==> src/rtl/soc_int_dispatcher.sv <==
// Interrupt dispatcher: picks one pending source (round-robin or fixed priority),
// presents it with an irq/ack handshake, pulses its clear on ack and waits for irq_done.
module soc_int_dispatcher #(
    parameter int unsigned ROUND_ROBIN = 1,
    parameter int unsigned ACK_TIMEOUT = 64
) (
    input  logic        clk,
    input  logic        res,
    input  logic [31:0] pending,
    input  logic        core_halt,
    input  logic        irq_ack,
    input  logic        irq_done,
    output logic        irq,
    output logic [4:0]  irq_id,
    output logic [31:0] int_clears,
    output logic        busy
);

    localparam int unsigned CW = (ACK_TIMEOUT > 0) ? $clog2(ACK_TIMEOUT + 1) : 1;
    localparam logic [CW-1:0] CNT_LAST = (ACK_TIMEOUT > 0) ? CW'(ACK_TIMEOUT - 1) : '0;

    typedef enum logic [1:0] {IDLE, REQUEST, SERVICE} state_t;

    state_t        state_q, state_d;
    logic          irq_q, irq_d;
    logic [4:0]    irq_id_q, irq_id_d;
    logic [4:0]    ptr_q, ptr_d;
    logic [31:0]   int_clears_q, int_clears_d;
    logic          busy_q, busy_d;
    logic [CW-1:0] cnt_q, cnt_d;

    logic [4:0]    start;
    logic [4:0]    idx;
    logic [4:0]    winner;
    logic          found;

    // 5-bit index arithmetic gives the 31 -> 0 wrap for free
    always_comb begin
        start  = (ROUND_ROBIN != 0) ? ptr_q : '0;
        idx    = '0;
        winner = '0;
        found  = 1'b0;
        for (int unsigned i = 0; i < 32; i++) begin
            idx = start + 5'(i);
            if (!found && pending[idx]) begin
                winner = idx;
                found  = 1'b1;
            end
        end
    end

    always_comb begin
        state_d      = state_q;
        irq_d        = irq_q;
        irq_id_d     = irq_id_q;
        ptr_d        = ptr_q;
        int_clears_d = '0;
        busy_d       = busy_q;
        cnt_d        = cnt_q;
        case (state_q)
            IDLE: begin
                if (pending != '0 && !core_halt) begin
                    irq_id_d = winner;
                    irq_d    = 1'b1;
                    cnt_d    = '0;
                    state_d  = REQUEST;
                end
            end
            REQUEST: begin
                if (irq_ack) begin
                    int_clears_d = 32'd1 << irq_id_q;
                    irq_d        = 1'b0;
                    busy_d       = 1'b1;
                    state_d      = SERVICE;
                end else if (!pending[irq_id_q]) begin
                    irq_d   = 1'b0;
                    state_d = IDLE;
                end else if (ACK_TIMEOUT != 0 && cnt_q == CNT_LAST) begin
                    // step past the ignored source so the others get a turn
                    irq_d   = 1'b0;
                    ptr_d   = irq_id_q + 5'd1;
                    state_d = IDLE;
                end else if (!core_halt) begin
                    cnt_d = cnt_q + 1'b1;
                end
            end
            SERVICE: begin
                if (irq_done) begin
                    busy_d  = 1'b0;
                    ptr_d   = (ROUND_ROBIN != 0) ? irq_id_q + 5'd1 : '0;
                    state_d = IDLE;
                end
            end
            default: state_d = IDLE;
        endcase
    end

    always_ff @(posedge clk or posedge res) begin
        if (res) begin
            state_q      <= IDLE;
            irq_q        <= 1'b0;
            irq_id_q     <= '0;
            ptr_q        <= '0;
            int_clears_q <= '0;
            busy_q       <= 1'b0;
            cnt_q        <= '0;
        end else begin
            state_q      <= state_d;
            irq_q        <= irq_d;
            irq_id_q     <= irq_id_d;
            ptr_q        <= ptr_d;
            int_clears_q <= int_clears_d;
            busy_q       <= busy_d;
            cnt_q        <= cnt_d;
        end
    end

    assign irq        = irq_q;
    assign irq_id     = irq_id_q;
    assign int_clears = int_clears_q;
    assign busy       = busy_q;

endmodule

==> config.mk <==
export PLATFORM = sky130hd
export DESIGN_NAME = soc_int_dispatcher
export DESIGN_NICKNAME = d
export VERILOG_FILES = /design/src/rtl/soc_int_dispatcher.sv
export SDC_FILE = /design/constraint.sdc
export NUM_CORES = 1
export LEC_CHECK = 0
export BUFFER_PORTS_ARGS = -buffer_cell sky130_fd_sc_hd__buf_2
export CAP_MARGIN = 5
export CORE_MARGIN = 2
export CORE_UTILIZATION = 43
export CTS_CLUSTER_DIAMETER = 200
export CTS_CLUSTER_SIZE = 8
export DETAILED_ROUTE_END_ITERATION = 8
export PLACE_DENSITY = 0.66
export SYNTH_ARGS = -nofsm -noshare
export SYNTH_HDL_FRONTEND = slang
export SYNTH_SLANG_ARGS = --single-unit
==> constraint.sdc <==
create_clock -name clk -period 9.7 [get_ports clk]
set_clock_uncertainty 0.2 [all_clocks]
set_input_delay 1.94 -clock clk [delete_from_list [all_inputs] [get_ports clk]]
set_output_delay 1.94 -clock clk [all_outputs]
set_load 0.02 [all_outputs]
# == Word-level counts from Yosys, hierarchy flattened ==
# Index checks and enable logic that the tools add are counted.
# totals
inputBits,37
out_inout_bits,39
ff_bits,53
elab_cells,316
# classes
reduce_logical,74
n_eq_ne,12
muxes,156
magnitude_cmp,33
addsub,33
n_shift,1
# op_table
operator,n
$lt A5 B6 Y1 const B,33
$mux W5,36
$bmux W1 S5,33
$add A5 B5 Y5 const B,16
$mux W1,70
$mux W32,2
$add A5 B4 Y5 const B,8
$mux W7,5
$logic_and A1 B1 Y1,32
$logic_not A1 Y1,32
$reduce_bool A32 Y1,1
$shl A1 B5 Y32 const A,1
$add A5 B3 Y5 const B,4
$ne A2 B2 Y1 const B,8
$pmux W7 S2,1
$add A5 B1 Y5 const B,2
$add A5 B2 Y5 const B,2
$mux W2,5
$pmux W5 S2,1
$reduce_and A3 Y1,3
$add A7 B1 Y7 const B,1
$eq A7 B6 Y1 const B,1
$pmux W2 S3,1
$reduce_and A6 Y1,1
other kinds (8),10

# == Depth between registers and ports, before layout ==
# Gate-level depths: netlist (run 1).
# depth
ltp_word,96
depth_mapped,22

# == Worst setup path before layout (run 1) ==
# No wires, ideal clock.
# synth_path
path_type,register to register
startpoint,reg ptr_q[0]
endpoint,"reg irq_id_q[3], in the netlist irq_id[3]"
path_stages_with_launch,21
required_time_ns,9.372
arrival_time_ns,5.242
path_slack_ns,4.130
n_path_buf,5
path_cell_list,dfrtp_1 -> buf_4 -> buf_6 -> buf_2 -> inv_1 -> buf_1 -> ha_1 -> buf_2 -> mux4_2 -> mux2_2 -> mux4_2 -> or2_1 -> nor3_2 -> nand4_1 -> or3_4 -> or3_4 -> nor2_1 -> or4_1 -> a31oi_1 -> nor4_1 -> o31ai_1
# synth_via
elab_chain_cells,96
# synth_lines
item,line,source
start: declaration,27,"logic [4:0] ptr_q, ptr_d;"
start signal: assignment,111,ptr_q <= ptr_d;
"parallel branches: the longest is 95 deep, another holds $add A5 B1 Y5",n/a,
$mux W5 *,45,if (!found && pending[idx]) begin
end signal: assignment,110,irq_id_q <= irq_id_d;
end: declaration,26,"logic [4:0] irq_id_q, irq_id_d;"
# Every way passes the cells marked *. The select of a mux whose other input is x is not followed.
# A chain may end at the register's enable or synchronous reset.

# == Final worst setup path (run 1) ==
# layout_path
startpoint,reg ptr_q[0]
endpoint,"reg irq_id_q[2], in the netlist irq_id[2]"
# The elaborated chain is that of the path after synthesis.

==> results.sh, run 1 <==
export IMPL_syn_nets=1013
export IMPL_grt_ovfl_total=0
export IMPL_gr_usage_met3_pct=5.30
export IMPL_syn_inst=957
export IMPL_ys_seq_elements=53
export IMPL_synth_cell_area_um2=8460
export IMPL_row_count=51
export IMPL_vias=8770
export IMPL_finalHoldViolCount=0
export IMPL_gr_max_usage_layer="met2"
export IMPL_antenna_left=0
export IMPL_grt_use_met1_pct=42.4
export IMPL_critPathLaunchType="flip-flop"
export IMPL_fin_setup_tns_ps=0
export IMPL_dieArea_um2=20800
export IMPL_slew_viol_final=0
export IMPL_hold_buffers=0
export IMPL_cap_violations=0
export IMPL_synth_cell_type_count=77
export IMPL_vias_per_cell=6.90
export IMPL_max_freq_mhz=147
export IMPL_outcome="finished, final reports clean"
export IMPL_fp_dieW_um=144
export IMPL_root_buffer="clkbuf_16"
export IMPL_antenna_found_initial=0
export IMPL_wl_mm=31.4
export IMPL_ios=76
export IMPL_drt_iter0_markers=1057
export IMPL_fin_area_um2=9240
export IMPL_layout_common_cells="nor2_1, nand2_1, mux4_2, buf_2, mux2i_1"
export IMPL_setup_viol=0
export IMPL_grt_pass1_wl_mm=47.9
export IMPL_cts_max_path_buffers=2
export IMPL_arrival_ps=6810
export IMPL_hold_path_class="reg2reg"
export IMPL_initial_core_util_pct=43.6
export IMPL_track_usage_pct=30.3
export IMPL_synth_edf_count=0
export IMPL_clkTransAtPathRegs_ps=70
export IMPL_htreeDepth=2
export IMPL_ys_seq_area_share_pct=15.7
export IMPL_placed_cell_area_um2=9100
export IMPL_cp_slowest_stage_delay_ps=700
export IMPL_path_class="reg2reg"
export IMPL_grt_max_degree=62
export IMPL_slew_headroom_pct=25.8
export IMPL_dp_hpwl_mm=23.5
export IMPL_antenna_cells=0
export IMPL_period_share_pct=70.0
export IMPL_postCtsSetupBuffers=0
export IMPL_worstMarginPinSlew_ps=1110
export IMPL_min_period_ps=6790
export IMPL_yosys_warnings=0
export IMPL_endpoint_kind="flip-flop"
export IMPL_cts_tree="done"
export IMPL_fp_coreArea_um2=19400
export IMPL_dieHeight_um=144
export IMPL_post_route_drc_count=0
export IMPL_syn_to_final_growth_pct=9.20
export IMPL_rsz0062_at_grt="false"
export IMPL_crit_slowest_cell="or4_1"
export IMPL_worstSkewPairLatency_ps=290
export IMPL_cts_sinks=53
export IMPL_path_cells="buf_4 -> inv_1 -> ha_1 -> buf_4 -> mux4_2 -> mux2i_1 -> mux4_2 -> and2_1 -> nand2_1 -> nor2_1 -> nand2_1 -> or4_1 -> a21oi_1 -> and4b_1 -> o221ai_1 -> a21oi_1 -> o21ai_1"
export IMPL_worstPathMaxFanout=47
export IMPL_cp_num_buf_inv=3
export IMPL_drive_gt1_share_pct=25.0
export IMPL_cts_resized=0
export IMPL_cp_required_ps=9720
export IMPL_wire_per_inst_um=24.7
export IMPL_nets=1061
export IMPL_critPathTopFamily="simple AND/OR/NAND/NOR gates"
export IMPL_fin_ws_ps=2910
export IMPL_nFillCells=1877
export IMPL_yosys_most_used_dff="dfrtp_1"
export IMPL_cts_made_buffers=5
export IMPL_grt_pass1_vias=8053
export IMPL_postSynthAreaPerCell_um2=8.84
export IMPL_dpl_worst_slack_ps=3020
export IMPL_met2_usage_pct=46.5
export IMPL_synthArstFlopShare_pct=100
export IMPL_gp_congestion=1.05
export IMPL_portBuffers=75
export IMPL_first_pass_iters=5
cell usage after synthesis, types with 9 or more instances:
library cell  instances  area (um2)
ha_1                 19         238
nor3_1               17        85.1
a21oi_1              55         275
o21ai_0              55         275
nand2b_1             17         106
and3_1               10        62.6
nor2b_1              16         100
mux2i_1              61         611
clkbuf_1             33         124
o211ai_1             10        75.1
mux4_2               94        2120
buf_2                11        55.1
a31oi_1              15        93.8
nand4_1              14        87.6
xnor2_1              23         201
xor2_1               12         105
nand3_1              25         125
nand2_1             103         387
inv_1                23        86.3
dfrtp_1              53        1330
nor4_1               13        81.3
nor2_1              103         387
buf_1                 9        33.8
mux2_2               30         338
a211oi_1             13        97.6
layout make-up:
type	instances	area (um2)	share of cell area, %
clock buffer	7	133	1.44
clock inverter	1	7.51	0.0813
inverter	28	105	1.14
multi-input combinational	817	6770	73.3
sequential	53	1330	14.4
tap	265	332	3.59
timing repair buffer	100	563	6.10
cell families after synthesis:
logic type,synth area share (%)
buffers and inverters,4.38
DFF,15.7
muxes,36.8
xor gates and xnor gates,3.62
and+or+nand+nor,19.9
adders and majority gates,2.81
AOI/OAI and AO/OA,16.8
metrics by stage:
stage | hold slack (ps) | utilization [%] | std cells
floorplan | 307 | - | 957
finish | 292 | 47.6 | 1271
detailed placement | 278 | 46.9 | 1263
CTS | 292 | 47.6 | 1271
global placement | 276 | 46.9 | 1263
global route | 336 | 47.6 | 1271
worst reg2reg max path, stage by stage, from the launching register on:
cell      delay, ps
dfrtp_2         340
buf_4           540
inv_1           470
ha_1            410
buf_4           420
mux4_2          630
mux2i_1         470
mux4_2          480
and2_1          170
nand2_1         150
nor2_1          670
nand2_1         320
or4_1           700
a21oi_1         180
and4b_1         210
o221ai_1        150
a21oi_1          80
o21ai_1         130
path summary, 6_finish.rpt:
path	depth (start not counted)	endpoint	slack, ps	startpoint
setup / recovery	17	irq_id[2]$_DFFE_PP0P_	2910	ptr_q[0]$_DFFE_PP0P_
hold / removal	1	irq$_DFFE_PP0P_	290	irq$_DFFE_PP0P_
setup reg to reg	17	irq_id[2]$_DFFE_PP0P_	2910	ptr_q[0]$_DFFE_PP0P_
hold reg to reg	1	irq$_DFFE_PP0P_	290	irq$_DFFE_PP0P_
max in group asynchronous	2	ptr_q[1]$_DFFE_PP0P_	6820	res
min in group asynchronous	2	int_clears[27]$_DFF_PP0_	1730	res
metal layers:
layer / up-vias / routed length [um]
met4: 0 / 1680
met2: 637 / 13700
met5: - / 0
met3: 125 / 3570
met1: 4221 / 12400
li1: 3787 / -
flip-flops by register name, summed over array words and instances (netlist names):
| name | flops |
|---|---|
| busy | 1 |
| cnt_q | 7 |
| int_clears | 32 |
| irq | 1 |
| irq_id | 5 |
| ptr_q | 5 |
| state_q | 2 |
Power of run 1 is not shown: default switching activity piles up to over one toggle a cycle in this logic, so the estimate is an artifact.
==> run 2: changes to the inputs <==
Settings changed: ABC_AREA set to 1, PLACE_DENSITY 0.66 to 0.67.
Clock period 9.7 ns to 7 ns, I/O delays scaled along.
==> run 2 against run 1 <==
Compared with the run above: final cell count up 5.5%; maximum frequency up 20%; critical endpoint is now irq_id[3]$_DFFE_PP0P_; largest cell class unchanged; via count down 11%; highest routed layer unchanged.
==> results.sh, run 2 <==
export IMPL_gp_congestion=1.01
export IMPL_drive_gt1_share_pct=12.7
export IMPL_holdWs_ps=317
export IMPL_vias=7801
export IMPL_dp_hpwl_mm=19.6
export IMPL_finalHoldViolCount=0
export IMPL_setup_viol=0
export IMPL_outcome="finished, final reports clean"
export IMPL_ys_seq_area_share_pct=20.2
export IMPL_hold_end="busy$_DFFE_PP0P_"
export IMPL_placed_cell_area_um2=6990
export IMPL_ff2ff_path_depth=30
export IMPL_cts_max_path_buffers=2
export IMPL_path_class="reg2reg"
export IMPL_ios=76
export IMPL_slew_viol_final=0
export IMPL_syn_inst=1099
export IMPL_clkTransAtPathRegs_ps=70
export IMPL_cap_violations=0
export IMPL_cts_sinks=53
export IMPL_post_route_drc_count=0
export IMPL_synth_cell_area_um2=6550
export IMPL_endpoint_kind="flip-flop"
export IMPL_cts_tree="done"
export IMPL_cp_slowest_stage_delay_ps=640
export IMPL_synth_cell_type_count=52
export IMPL_synthArstFlopShare_pct=100
export IMPL_row_count=45
export IMPL_syn_to_final_growth_pct=9.05
export IMPL_slew_headroom_pct=28.1
export IMPL_fin_area_um2=7150
export IMPL_vias_per_cell=5.82
export IMPL_wl_mm=25.1
export IMPL_dieHeight_um=127
export IMPL_rsz0062_at_grt="false"
export IMPL_fp_dieW_um=127
export IMPL_worstHoldStart="busy$_DFFE_PP0P_"
export IMPL_layout_common_cells="nand2_1, nand3_1, nor2_1, inv_1, buf_2"
export IMPL_largest_reg_flops=32
export IMPL_hold_path_class="reg2reg"
export IMPL_antenna_found_initial=0
export IMPL_hold_buffers=0
export IMPL_postSynthAreaPerCell_um2=5.96
export IMPL_grt_max_degree=54
export IMPL_period_share_pct=80.9
export IMPL_arrival_ps=5640
export IMPL_synth_top_cell_area_share_pct=20.2
export IMPL_min_delay_path_depth=2
export IMPL_yosys_warnings=0
export IMPL_ys_seq_elements=53
export IMPL_cts_resized=0
export IMPL_worstSkewPairLatency_ps=290
export IMPL_wire_per_inst_um=18.7
export IMPL_yosysTopAreaCell="dfrtp_1"
export IMPL_cp_required_ps=6980
export IMPL_worstPathMaxFanout=34
export IMPL_fp_coreArea_um2=15000
export IMPL_nets=1208
export IMPL_drt_iter0_markers=897
export IMPL_postCtsSetupBuffers=0
export IMPL_root_buffer="clkbuf_16"
export IMPL_syn_nets=1155
export IMPL_grt_ovfl_total=0
export IMPL_synth_edf_count=0
export IMPL_cts_made_buffers=5
export IMPL_antenna_cells=0
export IMPL_htreeDepth=2
export IMPL_portBuffers=75
export IMPL_reg2reg_to="irq_id[3]$_DFFE_PP0P_"
export IMPL_initial_core_util_pct=43.6
export IMPL_track_usage_pct=31.2
export IMPL_yosys_most_used_dff="dfrtp_1"
export IMPL_synthTopCellsByArea="dfrtp_1, nand3_1, nand2_1"
export IMPL_crit_slowest_cell="ha_1"
export IMPL_yosys_cell_count_top_type="nand2_1"
export IMPL_grt_pass1_vias=7205
export IMPL_antenna_left=0
export IMPL_reg2reg_from="ptr_q[0]$_DFFE_PP0P_"
export IMPL_worstMarginPinSlew_ps=1080
export IMPL_synth_commonest_cells="nand2_1, nand3_1, nor2_1, inv_1, dfrtp_1"
export IMPL_fin_setup_tns_ps=0
export IMPL_max_freq_mhz=176
export IMPL_r2r_slack_ps=1330
export IMPL_final_common_cell="nand2_1"
export IMPL_min_period_ps=5670
export IMPL_grt_pass1_wl_mm=39.3
export IMPL_dieArea_um2=16200
export IMPL_first_pass_iters=7
export IMPL_critPathLaunchType="flip-flop"
run 2: cell count changes in the layout (fill, tap and decap cells not counted), moves of 30 or more:
| cell | previous run | this run |
|---|---|---|
| nand3_1 | 25 | 248 |
| mux4_2 | 94 | 0 |
| nand2_1 | 103 | 262 |
| inv_1 | 22 | 95 |
| mux2i_1 | 61 | 1 |
| a21oi_1 | 55 | 15 |
| nor2_1 | 103 | 167 |
| mux2_2 | 30 | 0 |
run 2: layer usage:
layer / routed length (um) / track usage (%) / vias up
met5: 0 / 0 / -
met4: 1190 / 13.5 / 0
met3: 2100 / 4.73 / 62
met2: 11600 / 51.0 / 395
met1: 10300 / 41.2 / 3593
li1: - / - / 3751
run 2: how the worst max path moves through the flow:
stage                                     from               endpoint  cells past startpoint
final                     ptr_q[0]$_DFFE_PP0P_  irq_id[3]$_DFFE_PP0P_                     30
after global routing      ptr_q[0]$_DFFE_PP0P_  irq_id[4]$_DFFE_PP0P_                     27
after CTS                 ptr_q[0]$_DFFE_PP0P_  irq_id[3]$_DFFE_PP0P_                     28
after detailed placement  ptr_q[0]$_DFFE_PP0P_  irq_id[3]$_DFFE_PP0P_                     30
after global placement    ptr_q[0]$_DFFE_PP0P_  irq_id[3]$_DFFE_PP0P_                     27
after floorplan           ptr_q[1]$_DFFE_PP0P_  irq_id[2]$_DFFE_PP0P_                     32
run 2: per-stage QoR:
stage / utilization (%) / instances / worst slack (ps)
6_report: 47.5 / 1341 / 1330
3_5_place_dp: 46.5 / 1333 / 1430
5_1_grt: 47.5 / 1341 / 894
4_1_cts: 47.5 / 1341 / 1420
3_3_place_gp: 46.5 / 1333 / 1560
2_1_floorplan: - / 1099 / 2120
run 2: cell type report:
type | instances | area [um2]
well taps | 188 | 235
flip-flops and latches | 53 | 1330
multi-input cells | 895 | 4560
repair buffers | 84 | 443
fillers | 1626 | 7890
clock buffers | 6 | 139
clock inverters | 2 | 16.3
inverters | 113 | 430
run 2: worst max-delay path, delay by kind of cell, from the launching register on:
family                     cells  cell delay, ps
and+or+nand+nor               24            3120
DFF                            1             380
AOI/OAI and AO/OA              1             140
buffers and inverters          4            1020
adders and majority gates      1             640
run 2: kinds of logic after synthesis:
| kind of cell | synth area share (%) |
|---|---|
| muxes | 0.153 |
| AOI/OAI and AO/OA | 8.73 |
| buffers and inverters | 10.2 |
| xor gates and xnor gates | 3.42 |
| and+or+nand+nor | 53.6 |
| adders and majority gates | 3.63 |
| DFF | 20.2 |
Power of run 2 is left out for the same reason.
